==> src/rtl/crc32_scan_ctrl_if.sv <==
// Memory read port and byte-wise CRC-32 engine port shared by the scan controller
// (master) and the memory/engine side (slave).
interface crc32_scan_ctrl_if #(
    parameter int unsigned ADDR_W = 25
);
    logic              mem_rd;
    logic [ADDR_W-1:0] mem_addr;
    logic              mem_ack;
    logic [7:0]        mem_data;
    logic              crc_en;
    logic              crc_we;
    logic [7:0]        crc_data;
    logic [31:0]       crc_value;

    modport master (
        output mem_rd, mem_addr, crc_en, crc_we, crc_data,
        input  mem_ack, mem_data, crc_value
    );

    modport slave (
        input  mem_rd, mem_addr, crc_en, crc_we, crc_data,
        output mem_ack, mem_data, crc_value
    );
endinterface

==> src/rtl/crc32_scan_ctrl.sv <==
// CRC-32 scan controller: reads a byte range, streams it into an external CRC-32 engine
// and compares the result. Define CRC32_SCAN_TIMEOUT_EN for a 1024-cycle read timeout.
module crc32_scan_ctrl #(
    parameter int unsigned ADDR_W = 25,
    parameter int unsigned LEN_W  = 24
) (
    input  logic              clk,
    input  logic              reset,
    input  logic              start,
    input  logic              abort,
    input  logic [ADDR_W-1:0] base_addr,
    input  logic [LEN_W-1:0]  length,
    input  logic [31:0]       expected_crc,
    output logic              busy,
    output logic              done,
    output logic [31:0]       crc_result,
    output logic              match,
    output logic              error,
    crc32_scan_ctrl_if.master bus
);

    typedef enum logic [2:0] {
        StIdle,
        StReq,
        StFeed,
        StFlush,
        StCapture,
        StDone
    } state_e;

    state_e            state_q;
    logic [ADDR_W-1:0] addr_q;
    logic [LEN_W-1:0]  remaining_q;
    logic [31:0]       expected_q;
    logic              mem_rd_q;
    logic              crc_en_q;
    logic              crc_we_q;
    logic [7:0]        crc_data_q;

`ifdef CRC32_SCAN_TIMEOUT_EN
    logic [9:0]        tmo_q;
    logic              error_q;
    assign error = error_q;
`else
    assign error = 1'b0;
`endif

    assign bus.mem_rd   = mem_rd_q;
    assign bus.mem_addr = addr_q;
    assign bus.crc_en   = crc_en_q;
    assign bus.crc_we   = crc_we_q;
    assign bus.crc_data = crc_data_q;

    always_ff @(posedge clk or posedge reset) begin
        if (reset) begin
            state_q     <= StIdle;
            addr_q      <= '0;
            remaining_q <= '0;
            expected_q  <= '0;
            mem_rd_q    <= 1'b0;
            crc_en_q    <= 1'b0;
            crc_we_q    <= 1'b0;
            crc_data_q  <= '0;
            busy        <= 1'b0;
            done        <= 1'b0;
            crc_result  <= '0;
            match       <= 1'b0;
`ifdef CRC32_SCAN_TIMEOUT_EN
            tmo_q       <= '0;
            error_q     <= 1'b0;
`endif
        end else begin
            done     <= 1'b0;
            crc_we_q <= 1'b0;
`ifdef CRC32_SCAN_TIMEOUT_EN
            // The timeout window restarts on every entry into StReq.
            if (state_q != StReq) begin
                tmo_q <= '0;
            end
`endif
            if (abort && (state_q inside {StReq, StFeed, StFlush, StCapture})) begin
                // Abandon silently: results from the previous scan stay visible.
                state_q  <= StIdle;
                mem_rd_q <= 1'b0;
                crc_en_q <= 1'b0;
                busy     <= 1'b0;
            end else begin
                unique case (state_q)
                    StIdle: begin
                        if (start && !abort) begin
                            addr_q      <= base_addr;
                            remaining_q <= length;
                            expected_q  <= expected_crc;
                            if (length == '0) begin
                                crc_result <= '0;
                                match      <= (expected_crc == 32'h0000_0000);
`ifdef CRC32_SCAN_TIMEOUT_EN
                                error_q    <= 1'b0;
`endif
                                done       <= 1'b1;
                                state_q    <= StDone;
                            end else begin
                                mem_rd_q <= 1'b1;
                                crc_en_q <= 1'b1;
                                busy     <= 1'b1;
                                state_q  <= StReq;
                            end
                        end
                    end
                    StReq: begin
                        if (bus.mem_ack) begin
                            mem_rd_q   <= 1'b0;
                            crc_data_q <= bus.mem_data;
                            crc_we_q   <= 1'b1;
                            state_q    <= StFeed;
                        end
`ifdef CRC32_SCAN_TIMEOUT_EN
                        else if (tmo_q == 10'h3ff) begin
                            mem_rd_q <= 1'b0;
                            crc_en_q <= 1'b0;
                            busy     <= 1'b0;
                            match    <= 1'b0;
                            error_q  <= 1'b1;
                            done     <= 1'b1;
                            state_q  <= StDone;
                        end else begin
                            tmo_q <= tmo_q + 10'd1;
                        end
`endif
                    end
                    StFeed: begin
                        addr_q      <= addr_q + ADDR_W'(1);
                        remaining_q <= remaining_q - LEN_W'(1);
                        if (remaining_q == LEN_W'(1)) begin
                            // Dropping crc_en tells the engine to finalize.
                            crc_en_q <= 1'b0;
                            state_q  <= StFlush;
                        end else begin
                            mem_rd_q <= 1'b1;
                            state_q  <= StReq;
                        end
                    end
                    StFlush: begin
                        state_q <= StCapture;
                    end
                    StCapture: begin
                        crc_result <= bus.crc_value;
                        match      <= (bus.crc_value == expected_q);
`ifdef CRC32_SCAN_TIMEOUT_EN
                        error_q    <= 1'b0;
`endif
                        busy       <= 1'b0;
                        done       <= 1'b1;
                        state_q    <= StDone;
                    end
                    StDone: begin
                        state_q <= StIdle;
                    end
                    default: begin
                        state_q <= StIdle;
                    end
                endcase
            end
        end
    end

endmodule

==> src/flat_wrapper.sv <==
// flat-port wrapper written by rule: the top's interface ports become plain ports
module crc32_scan_ctrl_flat 
#(
    parameter int unsigned ADDR_W = 25,
    parameter int unsigned LEN_W  = 24
)
  (clk, reset, start, abort, base_addr, length, expected_crc, busy, done, crc_result, match, error, bus_mem_rd, bus_mem_addr, bus_crc_en, bus_crc_we, bus_crc_data, bus_mem_ack, bus_mem_data, bus_crc_value);
  crc32_scan_ctrl_if #(.ADDR_W(ADDR_W)) bus_i ();
  input  logic clk;
  input  logic reset;
  input  logic start;
  input  logic abort;
  input  logic [ADDR_W-1:0] base_addr;
  input  logic [LEN_W-1:0] length;
  input  logic [31:0] expected_crc;
  output logic busy;
  output logic done;
  output logic [31:0] crc_result;
  output logic match;
  output logic error;
  output wire logic [$bits(bus_i.mem_rd)-1:0] bus_mem_rd;
  output wire logic [$bits(bus_i.mem_addr)-1:0] bus_mem_addr;
  output wire logic [$bits(bus_i.crc_en)-1:0] bus_crc_en;
  output wire logic [$bits(bus_i.crc_we)-1:0] bus_crc_we;
  output wire logic [$bits(bus_i.crc_data)-1:0] bus_crc_data;
  input wire logic [$bits(bus_i.mem_ack)-1:0] bus_mem_ack;
  input wire logic [$bits(bus_i.mem_data)-1:0] bus_mem_data;
  input wire logic [$bits(bus_i.crc_value)-1:0] bus_crc_value;
  assign bus_mem_rd = bus_i.mem_rd;
  assign bus_mem_addr = bus_i.mem_addr;
  assign bus_crc_en = bus_i.crc_en;
  assign bus_crc_we = bus_i.crc_we;
  assign bus_crc_data = bus_i.crc_data;
  assign bus_i.mem_ack = bus_mem_ack;
  assign bus_i.mem_data = bus_mem_data;
  assign bus_i.crc_value = bus_crc_value;
  crc32_scan_ctrl #(.ADDR_W(ADDR_W), .LEN_W(LEN_W)) u_core (.clk(clk), .reset(reset), .start(start), .abort(abort), .base_addr(base_addr), .length(length), .expected_crc(expected_crc), .busy(busy), .done(done), .crc_result(crc_result), .match(match), .error(error), .bus(bus_i));
endmodule
==> config.mk <==
export PLATFORM = sky130hd
export DESIGN_NAME = crc32_scan_ctrl_flat
export DESIGN_NICKNAME = d
export VERILOG_FILES = /design/src/rtl/crc32_scan_ctrl_if.sv /design/src/rtl/crc32_scan_ctrl.sv /design/src/flat_wrapper.sv
export SDC_FILE = /design/constraint.sdc
export NUM_CORES = 1
export LEC_CHECK = 0
export ABC_CLOCK_PERIOD_IN_PS = 4050
export BUFFER_PORTS_ARGS = -buffer_cell sky130_fd_sc_hd__buf_2
export CORE_UTILIZATION = 48
export DETAILED_ROUTE_END_ITERATION = 8
export GPL_ROUTABILITY_DRIVEN = 1
export GPL_TIMING_DRIVEN = 1
export PLACE_DENSITY = 0.78
export SLEW_MARGIN = 20
export SYNTH_ARGS = -nofsm -noshare
export SYNTH_HDL_FRONTEND = slang
export SYNTH_SLANG_ARGS = --single-unit
==> constraint.sdc <==
create_clock -name clk -period 4.05 [get_ports clk]
set_input_delay 0.81 -clock clk [delete_from_list [all_inputs] [get_ports clk]]
set_output_delay 0.81 -clock clk [all_outputs]
set_load 0.05 [all_outputs]
* Word level (Yosys, flattened, before mapping)
Index checks and enable logic that the tools add are counted.
** Word-level totals
- Bits in registers :: 130
- Word-level logic and storage cells :: 82
- Output and inout bits :: 72
** Operators by class
- Add/subtract/negate cells :: 2
- Bitwise logic cells :: 1
- Reductions and logical operators :: 20
- Muxes and demuxes :: 34
- Equality and inequality tests :: 13
** Operators with widths (count)
- two-way mux 32 bit :: 2
- one-hot mux 32 bit (2 select lines) :: 1
- one-hot mux 25 bit (2 select lines) :: 1
- one-hot mux 24 bit (2 select lines) :: 1
- equality test 32 bit :: 1
- zero test 32 bit :: 1
- adder 25 x 1 -> 25 bit, second input constant :: 1
- two-way mux 25 bit :: 1
- equality test 24 x 1 -> 1 bit, second input constant :: 1
- zero test 24 bit :: 1
- two-way mux 24 bit :: 1
- subtractor 24 x 1 -> 24 bit, second input constant :: 1
- two-way mux 1 bit :: 16
- one-hot mux 3 bit (5 select lines) :: 1
- two-way mux 3 bit :: 4
- AND reduction 3 bit :: 4
- inequality test 3 bit, second input constant :: 3
- one-hot mux 1 bit (2 select lines) :: 4
- AND reduction 4 bit :: 2
- nonzero test 4 bit :: 2
- equality test 3 x 2 -> 1 bit, second input constant :: 2
- nonzero test 3 bit :: 2
- AND reduction 5 bit :: 1
- inequality test 2 x 1 -> 1 bit, second input constant :: 2
- 12 further kinds :: 14

* Depth between registers and ports, before layout
- Depth after elaboration :: 5
- Depth in mapped cells :: 9

* Worst setup path after synthesis
No wires, ideal clock.
- Path kind :: input port to flip-flop
- Start point :: input port length[4]
- End point :: register u_core.crc_result[10]
- Path slack :: 1.810 ns
- Path buffers :: 2
- Stages on the path :: 7
- Arrival :: 2.160 ns
- Setup time :: 0.079 ns
- Cell sequence :: nor4_1 nand4_1 or2_2 o22ai_1 buf_4 buf_6 mux2i_1
** Between the ends
- Cells in the longest elaborated chain, start to end :: 3
** RTL lines
- start: declaration :: RTL line flat_wrapper.sv:14 : input logic [LEN_W-1:0] length;
- zero test 24 bit :: RTL line crc32_scan_ctrl.sv:94 : if (length == '0) begin
- inequality test 2 x 1 -> 1 bit (no source line)
- AND reduction 4 bit (no source line)
- end signal: assignment :: RTL line crc32_scan_ctrl.sv:147 : crc_result <= bus.crc_value;
- end: declaration :: RTL line crc32_scan_ctrl.sv:16 : output logic [31:0] crc_result,
Every way passes these cells.
A chain may end at the register's enable or synchronous reset.

* Worst setup path in the final report
- Start point :: input port length[4]
- End point :: register u_core.crc_result[0]
The elaborated chain is that of the path after synthesis.

==> metrics.json <==
{
  "status": {
    "run_status": "complete, no violations"
  },
  "global_route": {
    "antenna_found_initial": 3,
    "largest_net_degree_at_the_start_of_global_routing": 81,
    "grt_overflow": 0,
    "grt_first_pass_wirelength_um": 30630,
    "vias_in_the_first_global_route": 6153,
    "grt.total_usage": 0.2632
  },
  "clock_tree": {
    "cts.sinks": 130,
    "cts_root_buffer": "sky130_fd_sc_hd__clkbuf_16",
    "buffers_from_clock_root_to_sink_at_most": 2,
    "cts_setup_buffers": 0,
    "cts_hold_buffers": 0,
    "postCtsResizedCells": 0,
    "cts-htree-levels": 4,
    "clk_pin_slew_worst_paths_ns": 0.06,
    "cts_tree": "built",
    "cts_made_buffers": 17,
    "insertion_delay_ns": 0.42
  },
  "finish": {
    "layout.filler_cells": 1204,
    "finish.net_count": 1064,
    "layout.area.seq_mm2": 0.003253,
    "multi_input_gate_area_mm2": 0.003452,
    "layout-drive-gt1-share": 0.3112,
    "areaGrowthSynthToFinish_pct": 24.66,
    "final_util": 0.6232
  },
  "sta": {
    "drv_slew": 0,
    "fin_skew_ns": 0.006596,
    "finalCriticalPeriod_ns": 2.644,
    "totalNegativeSetupSlack_ns": 0,
    "finalHoldWorstSlack_ns": 0.4784,
    "setup_repair_after_global_routing_missed_its_margin": "false",
    "tightestPinTransition_ns": 0.9452,
    "final.period_utilization": 0.6528,
    "maxSlewHeadroom": 0.3684,
    "fmax_ghz": 0.3782,
    "hold_violations": 0,
    "final.setup.worst_slack_ns": 1.406,
    "setup_violations": 0
  },
  "critical_path": {
    "timing.critical_path.required_ns": 4.39,
    "setup.worst_path.end_class": "flop",
    "path_class": "primary input to flop",
    "arrival_ns": 2.98,
    "timing.critical_path.fanout_max": 35,
    "r2r_slack_ns": 1.44,
    "cp-start-kind": "primary input",
    "timing.rr.start": "u_core.state_q[2]$_DFFE_PP0P_",
    "r2r_cells": 6,
    "crit_start": "length[4]",
    "crit-reg2reg-capture": "u_core.bus.mem_addr[22]$_DFFE_PP0P_"
  },
  "synth": {
    "cell_types_with_the_largest_area_share_after_synthesis": "sky130_fd_sc_hd__dfrtp_1 46%, sky130_fd_sc_hd__nand2_1 5.3%, sky130_fd_sc_hd__mux2_2 5.1%",
    "synth_top_cell_by_area": "sky130_fd_sc_hd__dfrtp_1",
    "synthAdderAreaFrac": 0.005327,
    "synthesis.nets": 875,
    "syn_area_per_cell_um2": 9.446,
    "synthesis.instances": 746,
    "synth_simple_gate_area_share": 0.1843,
    "synth_compound_gate_area_share": 0.1580,
    "synth_top_family_by_area": "simple AND/OR/NAND/NOR gates",
    "synth_top_flop_cell": "sky130_fd_sc_hd__dfrtp_1",
    "synthArstFlopShare": 1.000,
    "ys_seq_elements": 130,
    "post-synth-top-area-fraction": 0.4616,
    "synth_enable_flop_cells": 0,
    "netlist_area_mm2": 0.007047,
    "synth.lib_cells_used.distinct": 66,
    "muxShareOfSynthArea": 0.09801,
    "ys.warnings.count": 0,
    "seq_area_frac_synth": 0.4616,
    "synth_xor_area_frac": 0.03977
  },
  "drt": {
    "post-route-drc-count": 0,
    "drtAntennaViolNets": 0,
    "post_drt_via_cell_ratio": 5.714,
    "wl_um": 19020,
    "num_vias": 6462,
    "wl_per_cell_um": 16.82,
    "first_iter_violations": 499,
    "drtPass1Iterations": 5
  },
  "floorplanning": {
    "fp.dieArea_mm2": 0.01517,
    "initial_utilization": 0.4999,
    "die_width_um": 123.2,
    "placeableCoreArea_mm2": 0.01410,
    "die_h_um": 123.2,
    "ioPinCount": 198,
    "placementRows": 43
  },
  "power": {
    "pwr_density_cell_mw_per_mm2": 561.2,
    "vdd_drop_max_mv": 0.3106,
    "power_leakage_nw": 3.777
  },
  "placed_design": {
    "dpl_wire_length_um": 13640,
    "io_buffers": 196,
    "place_congestion": 0.8659,
    "place_worst_setup_slack_ns": 1.000
  },
  "run": {
    "maxCapViolations": 0
  },
  "hold_path": {
    "worst_hold_path.num_cells": 2,
    "hold-path-endpoint": "u_core.bus.crc_data[3]$_DFFE_PP0P_",
    "worstHoldPathType": "flop to flop",
    "min_from": "u_core.bus.crc_data[3]$_DFFE_PP0P_"
  }
}
-- synth_stat cells, drive strengths merged, types with 4 or more instances --
cell type    n
nor2        31
nor3b        5
mux2i       33
nor3        15
a22oi        4
nand4       17
a31oi        8
dfrtp      130
nand3       24
mux2        32
clkbuf      18
nor4        28
o22ai       19
or3          6
xnor2       30
a311oi       4
nor2b        6
a21oi       59
o32ai        5
nand2       99
o21ai       37
nand2b       5
buf         22
o22a         4
a2bb2oi     14
inv         45
-- metrics by stage --
stage / power, mW / std cells / area (µm²)
6_report: 4.930 / 1131 / 8785
5_1_grt: 5.180 / 1131 / 8785
4_1_cts: 4.951 / 1128 / 8777
3_5_place_dp: 3.458 / 1096 / 8205
3_3_place_gp: 3.422 / 1096 / 8205
2_1_floorplan: 3.012 / 746 / 7051
-- where the power goes --
group / switching [mW] / internal (mW)
clock: 0.623 / 0.859
combinational: 1.03 / 0.501
sequential: 0.314 / 1.60
total: 1.97 / 2.96
-- worst max-delay path, stage by stage --
cell and delay, ns:
sky130_fd_sc_hd__buf_2 0.11, sky130_fd_sc_hd__nor4_1 0.51, sky130_fd_sc_hd__nand4_1 0.21, sky130_fd_sc_hd__or2_2 0.40, sky130_fd_sc_hd__o22ai_4 0.12, sky130_fd_sc_hd__buf_4 0.52, sky130_fd_sc_hd__mux2i_1 0.29
-- layout by cell type (no fill, tap or decap), types with 4 or more instances in the layout --
cell type / synthesis / layout
sky130_fd_sc_hd__buf_2: 13 / 196
sky130_fd_sc_hd__dfrtp_1: 130 / 130
sky130_fd_sc_hd__nand2_1: 99 / 99
sky130_fd_sc_hd__a21oi_1: 58 / 58
sky130_fd_sc_hd__inv_1: 45 / 44
sky130_fd_sc_hd__o21ai_0: 36 / 36
sky130_fd_sc_hd__mux2i_1: 33 / 33
sky130_fd_sc_hd__mux2_2: 32 / 32
sky130_fd_sc_hd__nor2_1: 31 / 30
sky130_fd_sc_hd__xnor2_1: 30 / 30
sky130_fd_sc_hd__nor4_1: 25 / 25
sky130_fd_sc_hd__nand3_1: 23 / 23
sky130_fd_sc_hd__o22ai_1: 19 / 18
sky130_fd_sc_hd__nand4_1: 17 / 17
sky130_fd_sc_hd__clkbuf_16: 0 / 17
sky130_fd_sc_hd__a2bb2oi_1: 14 / 14
sky130_fd_sc_hd__nor3_1: 13 / 13
sky130_fd_sc_hd__buf_4: 2 / 13
sky130_fd_sc_hd__a31oi_1: 8 / 8
sky130_fd_sc_hd__nor2b_1: 6 / 6
sky130_fd_sc_hd__inv_6: 0 / 6
sky130_fd_sc_hd__nand2b_1: 5 / 5
sky130_fd_sc_hd__or3_1: 5 / 5
sky130_fd_sc_hd__clkinvlp_4: 0 / 5
sky130_fd_sc_hd__a311oi_1: 4 / 4
sky130_fd_sc_hd__o32ai_1: 4 / 4
sky130_fd_sc_hd__a22oi_1: 4 / 4
sky130_fd_sc_hd__o22a_1: 4 / 4
-- registers in the layout, summed over array words and instances, names as in the netlist, 3 cells and up --
| signal | flops |
|---|---|
| u_core.bus.crc_data | 8 |
| u_core.expected_q | 32 |
| u_core.bus.mem_addr | 25 |
| u_core.crc_result | 32 |
| u_core.remaining_q | 24 |
| u_core.state_q | 3 |
-- worst max-delay path by stage --
stage	endpoint	slack [ns]	depth (start not counted)
4_1_cts	u_core.crc_result[0]$_DFFE_PP0P_	1.43	7
5_1_grt	u_core.bus.mem_addr[4]$_DFFE_PP0P_	1.19	6
3_3_place_gp	u_core.crc_result[25]$_DFFE_PP0P_	1.07	7
2_1_floorplan	u_core.bus.crc_data[0]$_DFFE_PP0P_	1.63	1
3_5_place_dp	u_core.crc_result[4]$_DFFE_PP0P_	1.00	7
6_report	u_core.crc_result[0]$_DFFE_PP0P_	1.41	7
-- layer usage --
layer / global-route usage / part of all wire / vias up
li1: - / - / 3078
met1: 0.3505 / 0.44 / 3102
met2: 0.4071 / 0.46 / 241
met3: 0.05673 / 0.066 / 41
met4: 0.1273 / 0.033 / 0
met5: 0 / 0 / -
-- kinds of logic (layout without fill, tap and decap cells) --
| logic type | count (synthesis) | after routing |
|---|---|---|
| AOI/OAI and AO/OA | 177 | 177 |
| xor gates and xnor gates | 32 | 32 |
| adders and majority gates | 3 | 3 |
| buffers and inverters | 86 | 288 |
| DFF | 130 | 130 |
| muxes | 65 | 65 |
| other | 1 | 4 |
| and+or+nand+nor | 252 | 252 |
-- final cells by class --
| cell class | count | share of cell area |
|---|---|---|
| antenna | 3 | 0.0008546 |
| inverter | 46 | 0.02008 |
| clock buffer | 17 | 0.04843 |
| clock inverter | 15 | 0.01666 |
| tap | 180 | 0.02564 |
| timing repair buffer | 210 | 0.1251 |
| sequential | 130 | 0.3703 |
| multi-input combinational | 530 | 0.3930 |
(Power assumes the default switching activity.)
